[src/rtl/cam_pkg.sv]
// Shared types and default widths for the CAM message scheduler.
package cam_pkg;

  localparam int unsigned CAM_DATA_W     = 32;
  localparam int unsigned CAM_ADDR_W     = 5;
  localparam int unsigned CAM_DESC_DEPTH = 4;
  localparam int unsigned CAM_TIMEOUT    = 16;

  typedef enum logic [2:0] {
    IDLE   = 3'd0,
    READY  = 3'd1,
    SEARCH = 3'd2,
    WAIT   = 3'd3,
    RESP   = 3'd4
  } state_t;

  // One stored message window; end may be below start (wrap-around).
  typedef struct packed {
    logic [CAM_ADDR_W-1:0] start_addr;
    logic [CAM_ADDR_W-1:0] end_addr;
  } desc_t;

endpackage

[src/rtl/cam_msg_sched_if.sv]
// Lookup request, CAM command/result and lookup response signals.
interface cam_msg_sched_if #(
  parameter int unsigned DATA_WIDTH = 32,
  parameter int unsigned ADDR_WIDTH = 5
);

  logic                  req_valid_i;
  logic                  req_ready_o;
  logic [DATA_WIDTH-1:0] req_tag_i;
  logic                  req_last_i;

  logic                  cam_search_o;
  logic [DATA_WIDTH-1:0] cam_search_data_o;
  logic [ADDR_WIDTH-1:0] cam_start_o;
  logic [ADDR_WIDTH-1:0] cam_end_o;
  logic                  cam_done_i;
  logic                  cam_hit_i;
  logic [ADDR_WIDTH-1:0] cam_index_i;

  logic                  rsp_valid_o;
  logic                  rsp_ready_i;
  logic                  rsp_hit_o;
  logic [ADDR_WIDTH-1:0] rsp_index_o;
  logic                  rsp_timeout_o;

  // Scheduler side
  modport slave (
    input  req_valid_i, req_tag_i, req_last_i,
    output req_ready_o,
    output cam_search_o, cam_search_data_o, cam_start_o, cam_end_o,
    input  cam_done_i, cam_hit_i, cam_index_i,
    output rsp_valid_o, rsp_hit_o, rsp_index_o, rsp_timeout_o,
    input  rsp_ready_i
  );

  // Requester / CAM model side
  modport master (
    output req_valid_i, req_tag_i, req_last_i,
    input  req_ready_o,
    input  cam_search_o, cam_search_data_o, cam_start_o, cam_end_o,
    output cam_done_i, cam_hit_i, cam_index_i,
    input  rsp_valid_o, rsp_hit_o, rsp_index_o, rsp_timeout_o,
    output rsp_ready_i
  );

endinterface

[src/rtl/cam_desc_fifo.sv]
// Message-descriptor queue; a push into a full queue is accepted only alongside a pop.
module cam_desc_fifo #(
  parameter int unsigned WIDTH = 10,
  parameter int unsigned DEPTH = 4
) (
  input  logic                     clk,
  input  logic                     rst,
  input  logic                     push_i,
  input  logic [WIDTH-1:0]         push_data_i,
  input  logic                     pop_i,
  output logic [WIDTH-1:0]         head_o,
  output logic                     full_o,
  output logic                     empty_o,
  output logic [$clog2(DEPTH):0]   count_o
);

  localparam int unsigned PTR_W = $clog2(DEPTH);
  localparam int unsigned CNT_W = PTR_W + 1;

  logic [WIDTH-1:0] mem_q [DEPTH];
  logic [PTR_W-1:0] wr_ptr_q, rd_ptr_q;
  logic [CNT_W-1:0] count_q, count_d;
  logic             full_q, empty_q;
  logic             push_ok_c, pop_ok_c;

  // Accepted push/pop and next occupancy
  always_comb begin
    pop_ok_c  = pop_i & ~empty_q;
    push_ok_c = push_i & (~full_q | pop_ok_c);
    count_d   = count_q + CNT_W'(push_ok_c) - CNT_W'(pop_ok_c);
  end

  // Pointers, occupancy and flags
  always_ff @(posedge clk or posedge rst) begin
    if (rst) begin
      wr_ptr_q <= '0;
      rd_ptr_q <= '0;
      count_q  <= '0;
      full_q   <= 1'b0;
      empty_q  <= 1'b1;
    end else begin
      if (push_ok_c) wr_ptr_q <= wr_ptr_q + PTR_W'(1);
      if (pop_ok_c)  rd_ptr_q <= rd_ptr_q + PTR_W'(1);
      count_q <= count_d;
      full_q  <= (count_d == CNT_W'(DEPTH));
      empty_q <= (count_d == '0);
    end
  end

  // Storage array; contents only read while non-empty
  always_ff @(posedge clk) begin
    if (push_ok_c) mem_q[wr_ptr_q] <= push_data_i;
  end

  assign head_o  = mem_q[rd_ptr_q];
  assign full_o  = full_q;
  assign empty_o = empty_q;
  assign count_o = count_q;

endmodule

[src/rtl/cam_msg_sched.sv]
// Collects message windows from the write controller and serializes tag lookups against the CAM.
module cam_msg_sched
  import cam_pkg::*;
#(
  parameter int unsigned DATA_WIDTH = CAM_DATA_W,
  parameter int unsigned ADDR_WIDTH = CAM_ADDR_W,
  parameter int unsigned DESC_DEPTH = CAM_DESC_DEPTH,
  parameter int unsigned TIMEOUT    = CAM_TIMEOUT
) (
  input  logic                  clk,
  input  logic                  rst,
  input  logic                  store_start_i,
  input  logic                  store_end_i,
  input  logic [ADDR_WIDTH-1:0] start_addr_i,
  input  logic [ADDR_WIDTH-1:0] end_addr_i,
  cam_msg_sched_if.slave        bus,
  output logic                  msg_avail_o,
  output logic                  desc_full_o,
  output logic                  overflow_o,
  output logic                  proto_err_o
);

  localparam int unsigned TMO_W  = $clog2(TIMEOUT + 1);
  localparam int unsigned DESC_W = 2 * ADDR_WIDTH;
  localparam int unsigned CNT_W  = $clog2(DESC_DEPTH) + 1;

  state_t                state_q, state_d;
  logic                  pend_q, pend_d;
  logic [ADDR_WIDTH-1:0] pstart_q, pstart_d;
  logic                  overflow_q, overflow_d;
  logic                  proto_err_q, proto_err_d;
  logic [DATA_WIDTH-1:0] tag_q, tag_d;
  logic                  last_q, last_d;
  logic                  hit_q, hit_d;
  logic [ADDR_WIDTH-1:0] idx_q, idx_d;
  logic                  tmo_q, tmo_d;
  logic [TMO_W-1:0]      cnt_q, cnt_d;
  logic                  req_ready_q, cam_search_q, rsp_valid_q;
  logic [ADDR_WIDTH-1:0] cam_start_q, cam_end_q;
  logic                  push_c, pop_c;
  logic [DESC_W-1:0]     head;
  logic                  fifo_full, fifo_empty;
  logic [CNT_W-1:0]      fifo_count;

  cam_desc_fifo #(.WIDTH(DESC_W), .DEPTH(DESC_DEPTH)) u_fifo (
    .clk         (clk),
    .rst         (rst),
    .push_i      (push_c),
    .push_data_i ({pstart_q, end_addr_i}),
    .pop_i       (pop_c),
    .head_o      (head),
    .full_o      (fifo_full),
    .empty_o     (fifo_empty),
    .count_o     (fifo_count)
  );

  // Start/end strobe tracking: the end is applied before a same-cycle start
  always_comb begin
    pend_d      = pend_q;
    pstart_d    = pstart_q;
    push_c      = store_end_i & pend_q;
    proto_err_d = proto_err_q | (store_end_i & ~pend_q);
    if (push_c) pend_d = 1'b0;
    if (store_start_i) begin
      pend_d   = 1'b1;
      pstart_d = start_addr_i;
    end
    overflow_d = overflow_q | (push_c & fifo_full & ~pop_c);
  end

  // Lookup FSM next state and response payload
  always_comb begin
    state_d = state_q;
    tag_d   = tag_q;
    last_d  = last_q;
    hit_d   = hit_q;
    idx_d   = idx_q;
    tmo_d   = tmo_q;
    cnt_d   = cnt_q;
    pop_c   = 1'b0;
    case (state_q)
      IDLE:   if (!fifo_empty) state_d = READY;
      READY:  if (bus.req_valid_i) begin
                tag_d   = bus.req_tag_i;
                last_d  = bus.req_last_i;
                state_d = SEARCH;
              end
      SEARCH: begin
                cnt_d   = '0;
                state_d = WAIT;
              end
      WAIT:   if (bus.cam_done_i) begin
                hit_d   = bus.cam_hit_i;
                idx_d   = bus.cam_index_i;
                tmo_d   = 1'b0;
                state_d = RESP;
              end else if (cnt_q == TMO_W'(TIMEOUT - 1)) begin
                hit_d   = 1'b0;
                idx_d   = '0;
                tmo_d   = 1'b1;
                state_d = RESP;
              end else begin
                cnt_d = cnt_q + TMO_W'(1);
              end
      RESP:   if (bus.rsp_ready_i) begin
                pop_c   = last_q;
                hit_d   = 1'b0;
                idx_d   = '0;
                tmo_d   = 1'b0;
                state_d = last_q ? IDLE : READY;
              end
      default: state_d = IDLE;
    endcase
  end

  // State, bookkeeping and registered outputs
  always_ff @(posedge clk or posedge rst) begin
    if (rst) begin
      state_q      <= IDLE;
      pend_q       <= 1'b0;
      pstart_q     <= '0;
      overflow_q   <= 1'b0;
      proto_err_q  <= 1'b0;
      tag_q        <= '0;
      last_q       <= 1'b0;
      hit_q        <= 1'b0;
      idx_q        <= '0;
      tmo_q        <= 1'b0;
      cnt_q        <= '0;
      req_ready_q  <= 1'b0;
      cam_search_q <= 1'b0;
      rsp_valid_q  <= 1'b0;
      cam_start_q  <= '0;
      cam_end_q    <= '0;
    end else begin
      state_q      <= state_d;
      pend_q       <= pend_d;
      pstart_q     <= pstart_d;
      overflow_q   <= overflow_d;
      proto_err_q  <= proto_err_d;
      tag_q        <= tag_d;
      last_q       <= last_d;
      hit_q        <= hit_d;
      idx_q        <= idx_d;
      tmo_q        <= tmo_d;
      cnt_q        <= cnt_d;
      req_ready_q  <= (state_d == READY);
      cam_search_q <= (state_d == SEARCH);
      rsp_valid_q  <= (state_d == RESP);
      cam_start_q  <= (state_d != IDLE) ? head[DESC_W-1:ADDR_WIDTH] : '0;
      cam_end_q    <= (state_d != IDLE) ? head[ADDR_WIDTH-1:0] : '0;
    end
  end

  assign bus.req_ready_o       = req_ready_q;
  assign bus.cam_search_o      = cam_search_q;
  assign bus.cam_search_data_o = tag_q;
  assign bus.cam_start_o       = cam_start_q;
  assign bus.cam_end_o         = cam_end_q;
  assign bus.rsp_valid_o       = rsp_valid_q;
  assign bus.rsp_hit_o         = hit_q;
  assign bus.rsp_index_o       = idx_q;
  assign bus.rsp_timeout_o     = tmo_q;
  assign msg_avail_o           = (fifo_count != '0);
  assign desc_full_o           = fifo_full;
  assign overflow_o            = overflow_q;
  assign proto_err_o           = proto_err_q;

endmodule

[src/flat_wrapper.sv]
// flat-port wrapper written by rule: the top's interface ports become plain ports
module cam_msg_sched_flat import cam_pkg::*;
#(
  parameter int unsigned DATA_WIDTH = CAM_DATA_W,
  parameter int unsigned ADDR_WIDTH = CAM_ADDR_W,
  parameter int unsigned DESC_DEPTH = CAM_DESC_DEPTH,
  parameter int unsigned TIMEOUT    = CAM_TIMEOUT
)
  (clk, rst, store_start_i, store_end_i, start_addr_i, end_addr_i, msg_avail_o, desc_full_o, overflow_o, proto_err_o, bus_req_valid_i, bus_req_tag_i, bus_req_last_i, bus_req_ready_o, bus_cam_search_o, bus_cam_search_data_o, bus_cam_start_o, bus_cam_end_o, bus_cam_done_i, bus_cam_hit_i, bus_cam_index_i, bus_rsp_valid_o, bus_rsp_hit_o, bus_rsp_index_o, bus_rsp_timeout_o, bus_rsp_ready_i);
  cam_msg_sched_if #(.DATA_WIDTH(DATA_WIDTH), .ADDR_WIDTH(ADDR_WIDTH)) bus_i ();
  input  logic clk;
  input  logic rst;
  input  logic store_start_i;
  input  logic store_end_i;
  input  logic [ADDR_WIDTH-1:0] start_addr_i;
  input  logic [ADDR_WIDTH-1:0] end_addr_i;
  output logic msg_avail_o;
  output logic desc_full_o;
  output logic overflow_o;
  output logic proto_err_o;
  input wire logic [$bits(bus_i.req_valid_i)-1:0] bus_req_valid_i;
  input wire logic [$bits(bus_i.req_tag_i)-1:0] bus_req_tag_i;
  input wire logic [$bits(bus_i.req_last_i)-1:0] bus_req_last_i;
  output wire logic [$bits(bus_i.req_ready_o)-1:0] bus_req_ready_o;
  output wire logic [$bits(bus_i.cam_search_o)-1:0] bus_cam_search_o;
  output wire logic [$bits(bus_i.cam_search_data_o)-1:0] bus_cam_search_data_o;
  output wire logic [$bits(bus_i.cam_start_o)-1:0] bus_cam_start_o;
  output wire logic [$bits(bus_i.cam_end_o)-1:0] bus_cam_end_o;
  input wire logic [$bits(bus_i.cam_done_i)-1:0] bus_cam_done_i;
  input wire logic [$bits(bus_i.cam_hit_i)-1:0] bus_cam_hit_i;
  input wire logic [$bits(bus_i.cam_index_i)-1:0] bus_cam_index_i;
  output wire logic [$bits(bus_i.rsp_valid_o)-1:0] bus_rsp_valid_o;
  output wire logic [$bits(bus_i.rsp_hit_o)-1:0] bus_rsp_hit_o;
  output wire logic [$bits(bus_i.rsp_index_o)-1:0] bus_rsp_index_o;
  output wire logic [$bits(bus_i.rsp_timeout_o)-1:0] bus_rsp_timeout_o;
  input wire logic [$bits(bus_i.rsp_ready_i)-1:0] bus_rsp_ready_i;
  assign bus_i.req_valid_i = bus_req_valid_i;
  assign bus_i.req_tag_i = bus_req_tag_i;
  assign bus_i.req_last_i = bus_req_last_i;
  assign bus_req_ready_o = bus_i.req_ready_o;
  assign bus_cam_search_o = bus_i.cam_search_o;
  assign bus_cam_search_data_o = bus_i.cam_search_data_o;
  assign bus_cam_start_o = bus_i.cam_start_o;
  assign bus_cam_end_o = bus_i.cam_end_o;
  assign bus_i.cam_done_i = bus_cam_done_i;
  assign bus_i.cam_hit_i = bus_cam_hit_i;
  assign bus_i.cam_index_i = bus_cam_index_i;
  assign bus_rsp_valid_o = bus_i.rsp_valid_o;
  assign bus_rsp_hit_o = bus_i.rsp_hit_o;
  assign bus_rsp_index_o = bus_i.rsp_index_o;
  assign bus_rsp_timeout_o = bus_i.rsp_timeout_o;
  assign bus_i.rsp_ready_i = bus_rsp_ready_i;
  cam_msg_sched #(.DATA_WIDTH(DATA_WIDTH), .ADDR_WIDTH(ADDR_WIDTH), .DESC_DEPTH(DESC_DEPTH), .TIMEOUT(TIMEOUT)) u_core (.clk(clk), .rst(rst), .store_start_i(store_start_i), .store_end_i(store_end_i), .start_addr_i(start_addr_i), .end_addr_i(end_addr_i), .bus(bus_i), .msg_avail_o(msg_avail_o), .desc_full_o(desc_full_o), .overflow_o(overflow_o), .proto_err_o(proto_err_o));
endmodule
[config.mk]
export PLATFORM = sky130hd
export DESIGN_NAME = cam_msg_sched_flat
export DESIGN_NICKNAME = d
export VERILOG_FILES = /design/src/rtl/cam_pkg.sv /design/src/rtl/cam_msg_sched_if.sv /design/src/rtl/cam_desc_fifo.sv /design/src/rtl/cam_msg_sched.sv /design/src/flat_wrapper.sv
export SDC_FILE = /design/constraint.sdc
export NUM_CORES = 1
export LEC_CHECK = 0
export ABC_CLOCK_PERIOD_IN_PS = 2900
export BUFFER_PORTS_ARGS = -buffer_cell sky130_fd_sc_hd__buf_2
export CORE_UTILIZATION = 48
export CTS_BUF_LIST = sky130_fd_sc_hd__clkbuf_8 sky130_fd_sc_hd__clkbuf_16
export DETAILED_ROUTE_END_ITERATION = 8
export GPL_ROUTABILITY_DRIVEN = 0
export PLACE_DENSITY_LB_ADDON = 0.15
export SLEW_MARGIN = 30
export SYNTH_ARGS = -nofsm -noshare
export SYNTH_HDL_FRONTEND = slang
export SYNTH_SLANG_ARGS = --single-unit
[constraint.sdc]
create_clock -name clk -period 2.9 [get_ports clk]
set_input_delay 0.725 -clock clk [delete_from_list [all_inputs] [get_ports clk]]
set_output_delay 0.725 -clock clk [all_outputs]
set_load 0.01 [all_outputs]
==> flow_metrics.env <==
export IMPL_grt_pass1_wl_um=13560
export IMPL_hold_class="input port to async pin"
export IMPL_syn_area_um2=4652
export IMPL_pin_count=112
export IMPL_nFillCells=706
export IMPL_dieArea_um2=10090
export IMPL_htree_levels=4
export IMPL_drtPass1Iterations=4
export IMPL_p_total_mw=6.280
export IMPL_synth_edf_count=40
export IMPL_drc=0
export IMPL_timing_slew_headroom_pct=50.72
export IMPL_max_stage_delay_ps=370
export IMPL_initial_core_util_pct=49.87
export IMPL_first_iter_violations=69
export IMPL_setup_slack_ps=305.0
export IMPL_grt_max_degree=44
export IMPL_finClkSkew_ps=10.25
export IMPL_dp_hpwl_um=5712
export IMPL_drive_above_1_share_pct=47.21
export IMPL_grt_ovfl_total=0
export IMPL_clk_pin_slew_ps=60
export IMPL_final_common_cell="buf_2"
export IMPL_cts_tree="built"
export IMPL_setup_viol=0
export IMPL_die_x_um=100.4
export IMPL_leakage_nw=2.622
export IMPL_wl_per_cell_um=14.80
export IMPL_required_ps=3310
export IMPL_critPathCaptureType="flop"
export IMPL_cts_max_path_buffers=2
export IMPL_yosys_area_share_simple_pct=5.621
export IMPL_ys_warn_count=0
export IMPL_synth_nets=355
export IMPL_layout_common_cells="buf_2, dfrtp_1, edfxtp_1"
export IMPL_slew_viol_final=0
export IMPL_place_ws_ps=-108.8
export IMPL_fmax_mhz=385.4
export IMPL_clockRootBuffer="clkbuf_8"
export IMPL_fp_dieH_um=100.4
export IMPL_worstSkewPairLatency_ps=510
export IMPL_seq_area_um2=3154
export IMPL_finalHoldViolCount=0
export IMPL_synth_top_family_by_area="multiplexers"
export IMPL_synth_top_flop_cell="dfrtp_1"
export IMPL_cts_buffers=17
export IMPL_synth_async_reset_ratio_pct=66.10
export IMPL_num_rows=35
export IMPL_wl_um=8275
export IMPL_cts_hold_buffers=0
export IMPL_avgViaCountPerCell=4.873
export IMPL_max_cap_violations=0
export IMPL_synthCells=290
export IMPL_critPathArrivalTime_ps=3010
export IMPL_num_vias=2724
export IMPL_status="completed"
export IMPL_slowest_stage="dfrtp_1"
export IMPL_grt_pass1_vias=2764
export IMPL_layout_worst_path_cycle_share_pct=89.48
export IMPL_crit_top_cell="inv_1"
export IMPL_synth_ff_latch_count=118
export IMPL_criticalPathCategory="flop to flop"
export IMPL_path_cells="nand4bb_4, nor3b_4, o211a_4, inv_1, ha_1, inv_1, ha_1, inv_1, fa_1, xnor2_1, xnor2_1, nor3b_1"
export IMPL_cp_top_family="adder cells"
export IMPL_synth_distinct_cells=45
export IMPL_min_period_ps=2595
export IMPL_crit_path_start_kind="flop"
export IMPL_cp_max_fo=3
export IMPL_fp_coreArea_um2=9328
export IMPL_ir_drop_uv=609.1
export IMPL_muxShareOfSynthArea_pct=14.36
export IMPL_postPlaceCellArea_um2=5385
export IMPL_cts_sinks=118
export IMPL_final_area_um2=5941
export IMPL_synth_xor_area_share_pct=1.130
export IMPL_rsz0062_at_grt="no"
export IMPL_synth_compound_area_share_pct=5.406
export IMPL_area_growth_syn_to_layout_pct=27.70
export IMPL_multi_input_area_um2=1354
export IMPL_cts_resized=0
export IMPL_powerDensity_nw_per_um2=1057
export IMPL_drtAntennaViolNets=0
export IMPL_final_nets=483
export IMPL_synthAdderAreaFrac_pct=2.582
export IMPL_numPortBuffers=111
export IMPL_antenna_cells=0
export IMPL_fin_util_pct=63.69
export IMPL_worstMarginPinSlew_ps=739.3
export IMPL_grt_antenna_before_repair=0
export IMPL_avgSynthCellArea_um2=16.04
export IMPL_crit_buf_inv=3
export IMPL_grt_usage_pct=18.35
export IMPL_yosysSeqAreaShare_pct=67.81
export IMPL_post_cts_setup_buffers=0
synth_stat cells (2+ instances only):
cell type / number / area (µm²)
and2_1: 4 / 25.02
nor2_1: 4 / 15.01
xor2_1: 2 / 17.52
xnor2_1: 4 / 35.03
dfrtp_1: 77 / 1927
mux2_1: 2 / 22.52
nand2b_1: 3 / 18.77
inv_1: 19 / 71.32
ha_1: 8 / 100.1
and3_1: 2 / 12.51
buf_2: 4 / 20.02
o21ai_0: 12 / 60.06
edfxtp_1: 40 / 1201
clkbuf_1: 3 / 11.26
nand3_1: 7 / 35.03
a21oi_1: 2 / 10.01
nand2_1: 7 / 26.28
buf_4: 4 / 30.03
o22ai_1: 3 / 18.77
nor2b_1: 3 / 18.77
a21boi_0: 11 / 82.58
or3_1: 2 / 12.51
mux2_2: 36 / 405.4
mux4_2: 10 / 225.2
cell families after synthesis:
group | count (synthesis)
DFF | 118
and+or+nand+nor | 40
AOI/OAI and AO/OA | 37
buffers and inverters | 31
xor gates and xnor gates | 6
muxes | 49
adders and majority gates | 9
registers in the layout (all words and copies together), names as in the netlist, 2 cells and up:
name and count:
u_core.bus.cam_end_o 5, u_core.bus.cam_search_data_o 32, u_core.pstart_q 5, u_core.u_fifo.wr_ptr_q 2
u_core.bus.cam_start_o 5, u_core.u_fifo.count_o 3, u_core.state_q 3, u_core.cnt_q 5
u_core.u_fifo.rd_ptr_q 2, u_core.bus.rsp_index_o 5, u_core.u_fifo.mem_q 40
layout make-up:
type                    count  share of cell area [%]
clock inverters            12                   1.917
clock buffers              19                   7.435
repair buffers            121                   10.83
well taps                 129                   2.717
multi-input cells         141                   22.79
flip-flops and latches    118                   53.10
inverters                  19                   1.222
per-layer routing:
metal / vias to the layer above / part of all wire, % / wire length [µm] / track usage (%)
met2: 80 / 49 / 4074 / 28.66
met4: 0 / 1.0 / 85 / 7.358
met3: 9 / 5.3 / 436 / 6.825
li1: 1299 / - / - / -
met5: - / 0 / 0 / 0
met1: 1336 / 44 / 3680 / 23.29
report_power, final:
group	switching, mW	internal (mW)	leakage, nW	total [mW]
Clock	0.685	1.24	0.287	1.93
Sequential	0.298	2.28	1.31	2.58
Combinational	0.876	0.896	1.02	1.77
Total	1.86	4.42	2.62	6.28
worst register-to-register path, stage by stage, from the launching register on:
cell and delay [ps]:
dfrtp_1 370, nand4bb_4 250, nor3b_4 250, o211a_4 180, inv_1 40, ha_1 270, inv_1 50, ha_1 120
inv_1 50, fa_1 370, xnor2_1 150, xnor2_1 210, nor3b_1 200
worst paths after layout:
check	to	from	depth (start not counted)	slack (ps)
max	u_core.u_fifo.full_o	u_core.state_q[0]	12	300
min	u_core.bus.cam_search_data_o[6]	rst	2	280
max reg2reg	u_core.u_fifo.full_o	u_core.state_q[0]	12	300
min reg2reg	u_core.overflow_o	u_core.overflow_o	1	470
max in group asynchronous	u_core.u_fifo.empty_o	rst	3	1930
min in group clk	u_core.u_fifo.mem_q[2][2]	end_addr_i[2]	1	440
stage by stage:
step / cells / setup TNS (ps) / hold slack (ps)
floorplan: 290 / 0 / 449.8
global placement: 528 / -38.45 / 446.3
detailed placement: 528 / -108.8 / 452.9
CTS: 559 / 0 / 284.1
global route: 559 / 0 / 315.6
finish: 559 / 0 / 280.6
No activity file was read; power rests on OpenSTA's default activity.
